--- src/rtl/tft_pic_ctrl.sv ---
// ---------------------------------------------------------------------------
// tft_pic_ctrl
// Picture placement and motion controller for a TFT raster. A picture of
// IMAGE_W x IMAGE_H pixels is stored in an external ROM. This block generates
// the ROM read enable and address while the raster passes over the picture
// window. Between frames it optionally moves the picture, bouncing it off the
// screen edges.
//
// Ports
//   tft_clk     : pixel clock, all logic on its rising edge
//   sys_rst     : synchronous active-high reset
//   pix_x/pix_y : current raster position (>= H_VALID/V_VALID when blanking)
//   move_en     : enables picture motion
//   speed       : pixels moved per motion step on each axis
//   rd_en       : ROM read enable (combinational window decode)
//   rom_addr    : ROM read address
//   image_valid : ROM data is the current pixel (rd_en delayed by ROM latency)
//   img_x/img_y : picture top-left origin
//   frame_done  : one-cycle pulse while the position update executes
// ---------------------------------------------------------------------------
module tft_pic_ctrl #(
  parameter logic [9:0]  H_VALID    = 10'd480,
  parameter logic [9:0]  V_VALID    = 10'd272,
  parameter logic [9:0]  IMAGE_W    = 10'd100,
  parameter logic [9:0]  IMAGE_H    = 10'd100,
  parameter logic [13:0] IMAGE_SIZE = 14'd10000,
  parameter logic [7:0]  FRAME_DIV  = 8'd1
) (
  input  logic        tft_clk,
  input  logic        sys_rst,
  input  logic [9:0]  pix_x,
  input  logic [9:0]  pix_y,
  input  logic        move_en,
  input  logic [2:0]  speed,
  output logic        rd_en,
  output logic [13:0] rom_addr,
  output logic        image_valid,
  output logic [9:0]  img_x,
  output logic [9:0]  img_y,
  output logic        frame_done
);

  // Bounce limits, kept in 11 bits so position sums can never wrap.
  localparam logic [10:0] X_MIN  = 11'd1;
  localparam logic [10:0] X_MAX  = {1'b0, H_VALID} - {1'b0, IMAGE_W};
  localparam logic [10:0] Y_MIN  = 11'd0;
  localparam logic [10:0] Y_MAX  = {1'b0, V_VALID} - {1'b0, IMAGE_H};
  localparam logic [9:0]  X_INIT = (H_VALID - IMAGE_W) / 10'd2;
  localparam logic [9:0]  Y_INIT = (V_VALID - IMAGE_H) / 10'd2;

  typedef enum logic {ST_SCAN, ST_UPDATE} state_t;

  state_t      r_state;
  state_t      w_state_next;
  logic        w_in_update;
  logic        w_frame_end;
  logic        w_step;
  logic [7:0]  r_frame_cnt;
  logic [9:0]  r_img_x;
  logic [9:0]  r_img_y;
  logic        r_dir_x;       // 1 = moving right
  logic        r_dir_y;       // 1 = moving down
  logic [9:0]  w_img_x_next;
  logic [9:0]  w_img_y_next;
  logic        w_dir_x_next;
  logic        w_dir_y_next;
  logic [10:0] w_speed11;
  logic [10:0] w_x_sum;
  logic [10:0] w_y_sum;
  logic [10:0] w_px1;
  logic        w_x_in;
  logic        w_y_in;
  logic [13:0] r_rom_addr;
  logic        r_image_valid;

  assign w_frame_end = (pix_x == H_VALID - 10'd1) && (pix_y == V_VALID - 10'd1);

  // FSM: state register
  always_ff @(posedge tft_clk) begin
    if (sys_rst) r_state <= ST_SCAN;
    else         r_state <= w_state_next;
  end

  // FSM: next state
  always_comb begin
    w_state_next = r_state;
    case (r_state)
      ST_SCAN:   if (w_frame_end) w_state_next = ST_UPDATE;
      ST_UPDATE: w_state_next = ST_SCAN;
      default:   w_state_next = ST_SCAN;
    endcase
  end

  // FSM: outputs (decoded from the state register, so frame_done is glitch-free)
  always_comb begin
    w_in_update = 1'b0;
    frame_done  = 1'b0;
    if (r_state == ST_UPDATE) begin
      w_in_update = 1'b1;
      frame_done  = 1'b1;
    end
  end

  // Motion happens only on the last frame of each FRAME_DIV group.
  assign w_step = w_in_update && move_en && (r_frame_cnt == FRAME_DIV - 8'd1);

  always_ff @(posedge tft_clk) begin
    if (sys_rst) begin
      r_frame_cnt <= 8'd0;
    end else if (w_in_update) begin
      if (!move_en || (r_frame_cnt == FRAME_DIV - 8'd1)) r_frame_cnt <= 8'd0;
      else                                               r_frame_cnt <= r_frame_cnt + 8'd1;
    end
  end

  assign w_speed11 = {8'd0, speed};
  assign w_x_sum   = {1'b0, r_img_x} + w_speed11;
  assign w_y_sum   = {1'b0, r_img_y} + w_speed11;

  // Bounce arithmetic. A zero speed skips the edge compares entirely so a
  // picture parked on an edge does not flip direction.
  always_comb begin
    w_img_x_next = r_img_x;
    w_img_y_next = r_img_y;
    w_dir_x_next = r_dir_x;
    w_dir_y_next = r_dir_y;
    if (speed != 3'd0) begin
      if (r_dir_x) begin
        if (w_x_sum >= X_MAX) begin
          w_img_x_next = X_MAX[9:0];
          w_dir_x_next = 1'b0;
        end else begin
          w_img_x_next = w_x_sum[9:0];
        end
      end else if ({1'b0, r_img_x} <= X_MIN + w_speed11) begin
        w_img_x_next = X_MIN[9:0];
        w_dir_x_next = 1'b1;
      end else begin
        w_img_x_next = r_img_x - {7'd0, speed};
      end

      if (r_dir_y) begin
        if (w_y_sum >= Y_MAX) begin
          w_img_y_next = Y_MAX[9:0];
          w_dir_y_next = 1'b0;
        end else begin
          w_img_y_next = w_y_sum[9:0];
        end
      end else if ({1'b0, r_img_y} <= Y_MIN + w_speed11) begin
        w_img_y_next = Y_MIN[9:0];
        w_dir_y_next = 1'b1;
      end else begin
        w_img_y_next = r_img_y - {7'd0, speed};
      end
    end
  end

  always_ff @(posedge tft_clk) begin
    if (sys_rst) begin
      r_img_x <= X_INIT;
      r_img_y <= Y_INIT;
      r_dir_x <= 1'b1;
      r_dir_y <= 1'b1;
    end else if (w_step) begin
      r_img_x <= w_img_x_next;
      r_img_y <= w_img_y_next;
      r_dir_x <= w_dir_x_next;
      r_dir_y <= w_dir_y_next;
    end
  end

  // Window decode. The x window starts one column early to absorb the ROM
  // read latency; comparing pix_x+1 against img_x avoids an underflow.
  assign w_px1  = {1'b0, pix_x} + 11'd1;
  assign w_x_in = (w_px1 >= {1'b0, r_img_x}) &&
                  (w_px1 <  {1'b0, r_img_x} + {1'b0, IMAGE_W});
  assign w_y_in = ({1'b0, pix_y} >= {1'b0, r_img_y}) &&
                  ({1'b0, pix_y} <  {1'b0, r_img_y} + {1'b0, IMAGE_H});
  assign rd_en  = w_x_in && w_y_in;

  // The UPDATE cycle resynchronises the address to the picture start.
  always_ff @(posedge tft_clk) begin
    if (sys_rst) begin
      r_rom_addr <= 14'd0;
    end else if (w_in_update) begin
      r_rom_addr <= 14'd0;
    end else if (rd_en) begin
      if (r_rom_addr == IMAGE_SIZE - 14'd1) r_rom_addr <= 14'd0;
      else                                  r_rom_addr <= r_rom_addr + 14'd1;
    end
  end

  always_ff @(posedge tft_clk) begin
    if (sys_rst) r_image_valid <= 1'b0;
    else         r_image_valid <= rd_en;
  end

  assign rom_addr    = r_rom_addr;
  assign image_valid = r_image_valid;
  assign img_x       = r_img_x;
  assign img_y       = r_img_y;

endmodule

--- config.mk ---
export PLATFORM = sky130hd
export DESIGN_NAME = tft_pic_ctrl
export DESIGN_NICKNAME = d
export VERILOG_FILES = /design/src/rtl/tft_pic_ctrl.sv
export SDC_FILE = /design/constraint.sdc
export NUM_CORES = 1
export LEC_CHECK = 0
export CORE_MARGIN = 3
export CORE_UTILIZATION = 43
export CTS_CLUSTER_SIZE = 28
export DETAILED_ROUTE_END_ITERATION = 10
export PLACE_DENSITY = 0.67
export SYNTH_ARGS = -nofsm -noshare
export SYNTH_HDL_FRONTEND = slang
export SYNTH_SLANG_ARGS = --single-unit
--- constraint.sdc ---
create_clock -name tft_clk -period 3.11 [get_ports tft_clk]
set_input_delay 0.311 -clock tft_clk [delete_from_list [all_inputs] [get_ports tft_clk]]
set_output_delay 0.311 -clock tft_clk [all_outputs]
set_load 0.01 [all_outputs]
* Word-level counts from Yosys, hierarchy flattened *
Index checks and enable logic that the tools add are counted.

word-level totals
  register bits after elaboration = 46
  bits of input ports = 26
  memories kept = 0
  ROM bits = 0
  bits in writable memories = 0
  output and inout bits = 37
  latch bits = 0
  logic and storage cells = 59

cells by class
  shift operators = 0
  multiplexer cells = 17
  bitwise operators = 1
  magnitude comparators = 8
  divide/modulo/power cells = 0
  multipliers = 0
  add/sub/neg operators = 10
  equal/unequal tests = 3
  reductions and logical operators = 12

operators by type and width
  operator                 number
  $mux W10                 6
  $add A10 B3 Y11          2
  $add A10 B7 Y11 const B  2
  $eq A10 B9 Y1 const B    2
  $sub A10 B3 Y10          2
  $add A14 B1 Y14 const B  1
  $eq A14 B14 Y1 const B   1
  $mux W14                 1
  $add A10 B1 Y11 const B  1
  $ge A11 B10 Y1           1
  $ge A11 B8 Y1 const B    1
  $ge A11 B9 Y1 const B    1
  $lt A10 B11 Y1           1
  $lt A11 B11 Y1           1
  $ge A10 B10 Y1           1
  $le A10 B3 Y1            1
  $le A10 B4 Y1            1
  $add A8 B1 Y8 const B    1
  $logic_not A8 Y1         1
  $mux W1                  8
  $mux W8                  1
  $logic_and A1 B1 Y1      6
  $add A1 B3 Y4 const A    1
  $reduce_bool A3 Y1       1
  other kinds (6)          6

* Depth between registers and ports, before layout *
  word-level depth = 4
  gate-level depth with buffers = 16
  depth with buffers taken out = 14

* Worst setup path after synthesis *
No wires, ideal clock.

  path type = register -> register
  start = register r_img_x[4], in the netlist img_x[4]
  end = register r_rom_addr[12], in the netlist rom_addr[12]
  cell stages (with the launch flop) = 15
  data arrival time = 3.239 ns
  data required time = 3.040 ns
  buffers on the path = 2
  setup time = 0.070 ns
  slack = -0.199 ns
  clock period less this slack = 3.309 ns
  path through = dfxtp_1 clkbuf_1 nand3_1 and3_1 nor3_1 xnor2_1 ha_1 a21oi_1 nand2_1 a21oi_1 o211ai_1 or4_4 buf_6 or4_1 a21oi_1

between the ends
  cells in the longest elaborated chain, start to end = 4
  elaborated cells on any way between the ends = 5
  classes of those cells = add/sub: 1; order compare: 2; reduce/logical: 2

RTL lines
  item                      RTL line  RTL
  start: declaration        59        logic [9:0] r_img_x;
  start signal: assignment  165       r_img_x <= w_img_x_next;
  $add A10 B7 Y11           176       (w_px1 < {1'b0, r_img_x} + {1'b0, IMAGE_W});
  $lt A11 B11 Y1            176
  $logic_and A1 B1 Y1 (*)   175       assign w_x_in = (w_px1 >= {1'b0, r_img_x}) &&
  $logic_and A1 B1 Y1 (*)   179       assign rd_en = w_x_in && w_y_in;
  end signal: assignment    189       else r_rom_addr <= r_rom_addr + 14'd1;
  end: declaration          73        logic [13:0] r_rom_addr;

Every way passes the cells marked *; elsewhere a longest branch is shown, timed or not.
A chain may end at the register's enable or synchronous reset.

* Worst setup path in the final report *
  start = input port pix_x[5]
  end = register r_rom_addr[11], in the netlist rom_addr[11]

between the ends
  cells in the longest elaborated chain, start to end = 4
  elaborated cells on any way between the ends = 5
  classes of those cells = add/sub: 1; order compare: 2; reduce/logical: 2

RTL lines
  item                                              RTL line  RTL
  start: declaration                                31        input logic [9:0] pix_x,
  $add A10 B1 Y11 (*)                               174       assign w_px1 = {1'b0, pix_x} + 11'd1;
  $ge A11 B10 Y1 or $lt A11 B11 Y1 (tied branches)  175, 176
  $logic_and A1 B1 Y1 (*)                           175
  $logic_and A1 B1 Y1 (*)                           179

Marked as above.

==> summary.txt <==
Logic synthesis
  • Gate count after technology mapping: 616
  • Post-synth EDFFs: 0
  • Proportion of register bits with asynchronous set or reset after synthesis: 0%
  • Synthesized flop and latch total: 46
  • Synth Cell Area: 4690 um^2
  • Number of distinct library cell variants in the gate-level netlist after synthesis: 67
  • Share of Yosys cell area claimed by the top area cell type: 19.6%
  • Number of synthesis warnings: 0
  • Synth area leaders: dfxtp_1 (20%), ha_1 (16%), xnor2_1 (6.9%), a21oi_1 (4.6%), o21ai_0 (4.1%)
  • Yosys top cell by area: dfxtp_1
  • Net count of the mapped netlist: approximately 710
  • Sequential element share of the synthesized area: around a fifth
  • Dominant synthesized flop cell: dfxtp_1
  • Synthesized area divided by synthesized cell count: roughly 7.6 um^2

CTS
  • Total clock sinks: 46
  • Worst skew pair latency: between 0.3 and 0.4 ns
  • TritonCTS clock tree: done
  • Root Buffer Master: clkbuf_8
  • Maximum buffer depth of the clock tree: 2
  • Number of buffers inserted for hold repair after clock tree synthesis: 0
  • Register clock-pin slew on the reported worst setup and hold paths: about 0.09 ns
  • Total clock buffers created by CTS: 5
  • Number of H-tree levels: 2

Timing
  • Worst-Margin Slew: 0.548 ns
  • Setup violations, final: 4
  • Final Cycle Share: 101%
  • Final setup TNS: -0.0704 ns
  • Hold Vio Cnt, Final: 0
  • Maximum achievable frequency: 0.318 GHz
  • Tightest hold margin: 0.518 ns
  • Period minus WS final: between 3 and 4 ns
  • RSZ-0062 raised after global routing: yes
  • Worst-case clock skew: 0.0212 ns
  • Max-slew violation count: 0
  • Worst max-slew margin expressed relative to the limit: a little under two thirds
  • Final worst slack: -0.0329 ns

Pwr
  • Share of total power in sequential cells: 42.8%
  • Leakage component of the power: ~2.7 nW
  • Combinational Power Share: between 20% and 30%
  • Internal power: 983 uW
  • Fraction of power consumed by the clock network: 34.4%
  • Maximum vdd drop: 0.175 mV
  • Reported net switching power: 388 uW
  • Power density over the cells: ~200 nW/um^2
  • Tot Pwr: 1.37 mW
  • Switching power share of the total: around 28%

Finish
  • Commonest non-fill, non-tap cell in the layout: buf_4
  • Number of nets in the layout: 863
  • Utilization of the core after routing: 65.3%
  • Cell area after layout: 6830 um^2
  • Commonest cells after routing, fill and taps aside: buf_4 (105), clkdlybuf4s50_1 (56), ha_1 (52)
  • Layout Cells excl Fill: 909
  • Fraction of final layout cells with drive strength greater than 1: 26.4%
  • Synthesis-to-finish area growth: 45.7%
  • Antenna diode instance count: 0

Setup path
  • Crit Path Category: in -> reg
  • Master of the slowest instance on the critical path: or4_4
  • Required arrival time at the worst endpoint: 3.33 ns
  • Cell Chain, Critical Path: clkdlybuf4s50_1, buf_4, xor2_2, buf_4, ha_4, nand4_1, and3_1, o21ai_1, a211oi_2, buf_4, or4_4, or4_1, a21oi_1
  • Highest net fanout along the worst path: 8
  • Gate family responsible for the most delay along the worst path: simple AND/OR/NAND/NOR gates
  • Most common cell on crit path: buf_4
  • Startpoint types: input pin
  • Critical path's largest stage delay: about 0.55 ns
  • Number of buffer and inverter stages on the critical path: 4
  • Critical path endpoint category: flop
  • Data arrival at the endpoint of the critical path: approximately 3.4 ns

Global route
  • Global route total overflow: 0
  • Pin count of the biggest net entering global routing: 22
  • Antenna violations before repair: 0
  • Number of global-route vias before repair: 5257
  • Wire length of the first global-routing pass: 25.5 mm
  • Tot GR Track Use: 24.6%

Placed design
  • Cell count after placement: 887
  • Worst slack at placement: -0.845 ns
  • GPL Wtd Cong: around 0.94
  • Count of port buffers added during placement: 62
  • Placed standard-cell area: a little over 6000 um^2
  • Total half-perimeter wirelength after legalization and detailed placement: 11.8 mm

Route
  • Number of remaining DRC errors: 0
  • Length of the first detailed-routing pass in iterations: 4
  • Wire length reported by the detailed router: ~16 mm
  • Violation count after the first detailed-routing iteration: 428
  • Remaining antenna violation count: 0
  • Vias per inst: 5.88
  • Post-detailed-route wirelength per cell: approximately 17 um
  • Number of vias after detailed routing: 5342

Outcome
  • Violated checks: setup timing
  • Run status: finished with violations

Die
  • Die H: roughly 110 um
  • Placeable Area: 10500 um^2
  • Initial core utilization: 44.8%
  • Count of standard-cell rows: 37
  • I/O pin total: 63
  • Horizontal die dimension: about 110 um
  • Area enclosed by the die boundary: between 10000 and 15000 um^2

Job
  • Number of max-capacitance violations reported: 0

Worst hold path
  • Class of the tightest hold or removal check: reg -> reg
-- power by group through the flow --
stage	Combinational [mW]	Clock (mW)	Sequential [mW]
detailed placement	0.268	0	0.605
floorplan	0.134	0	0.605
global placement	0.258	0	0.605
global route	0.346	0.490	0.587
finish	0.312	0.472	0.587
CTS	0.289	0.466	0.589
-- worst paths after layout --
kind                                from                           to  slack [ns]  cells after the start
max                             pix_x[5]    rom_addr[11]$_SDFFE_PP0P_       -0.03                     13
min          r_frame_cnt[1]$_SDFFE_PP0P_  r_frame_cnt[1]$_SDFFE_PP0P_        0.52                      2
max reg2reg        img_x[3]$_SDFFE_PP1P_    rom_addr[11]$_SDFFE_PP0P_       -0.03                     11
min reg2reg  r_frame_cnt[1]$_SDFFE_PP0P_  r_frame_cnt[1]$_SDFFE_PP0P_        0.52                      2
-- cells by family after synthesis --
logic type / after synthesis / synth area share, %
buffers and inverters: 72 / 5.98
adders and majority gates: 65 / 18.0
muxes: 3 / 0.641
DFF: 46 / 19.6
xor gates and xnor gates: 44 / 8.22
AOI/OAI and AO/OA: 168 / 23.3
and+or+nand+nor: 218 / 24.3
-- timing repair --
action | CTS | global route
cloned | 1 | 0
setup endpoints to repair | 15 | 22
resized for setup | 50 | 66
pin swaps | 27 | 40
setup buffers | 9 | 5
-- layer usage --
metal	vias to the layer above	global-route usage, %	share of wire, %
li1	2575	-	-
met3	33	2.96	5.2
met5	-	0	0
met4	0	7.22	2.1
met2	194	43.7	50
met1	2540	31.1	42
-- flip-flops by register name, summed over array words and instances (netlist names) --
signal	cells
img_y	10
r_state	1
r_dir_y	1
r_dir_x	1
img_x	10
image_valid	1
r_frame_cnt	8
rom_addr	14
-- worst reg2reg max path, delay by kind of cell (launching register included) --
kind	cells	cell delay (ns)
AOI/OAI and AO/OA	4	0.75
xor gates and xnor gates	1	0.14
adders and majority gates	2	0.43
buffers and inverters	1	0.14
DFF	1	0.38
and+or+nand+nor	3	1.21
-- synth_stat cells (all sizes together) (4+ instances only) --
| cell | n |
|---|---|
| and4 | 4 |
| nand4 | 12 |
| nand2 | 44 |
| a21o | 5 |
| a211oi | 6 |
| o21ai | 39 |
| inv | 42 |
| a21oi | 43 |
| o211ai | 10 |
| nor2 | 47 |
| and2 | 6 |
| or4 | 12 |
| o31ai | 5 |
| ha | 61 |
| dfxtp | 46 |
| xor2 | 7 |
| a211o | 4 |
| nand3 | 31 |
| o21a | 4 |
| nor4b | 4 |
| xnor2 | 37 |
| nand2b | 10 |
| nor3 | 20 |
| fa | 4 |
| nor2b | 5 |
| and3 | 8 |
| clkbuf | 24 |
| a31oi | 13 |
-- area by class of cell --
class / instances / area, um^2
Clock inverter: 2 / 37.5
Clock buffer: 6 / 72.6
Multi-Input combinational cell: 499 / 3950
Timing Repair Buffer: 175 / 1490
Inverter: 45 / 170
Fill cell: 888 / 3630
Sequential cell: 46 / 942
Tap cell: 136 / 170
No activity file was read; power rests on OpenSTA's default activity.
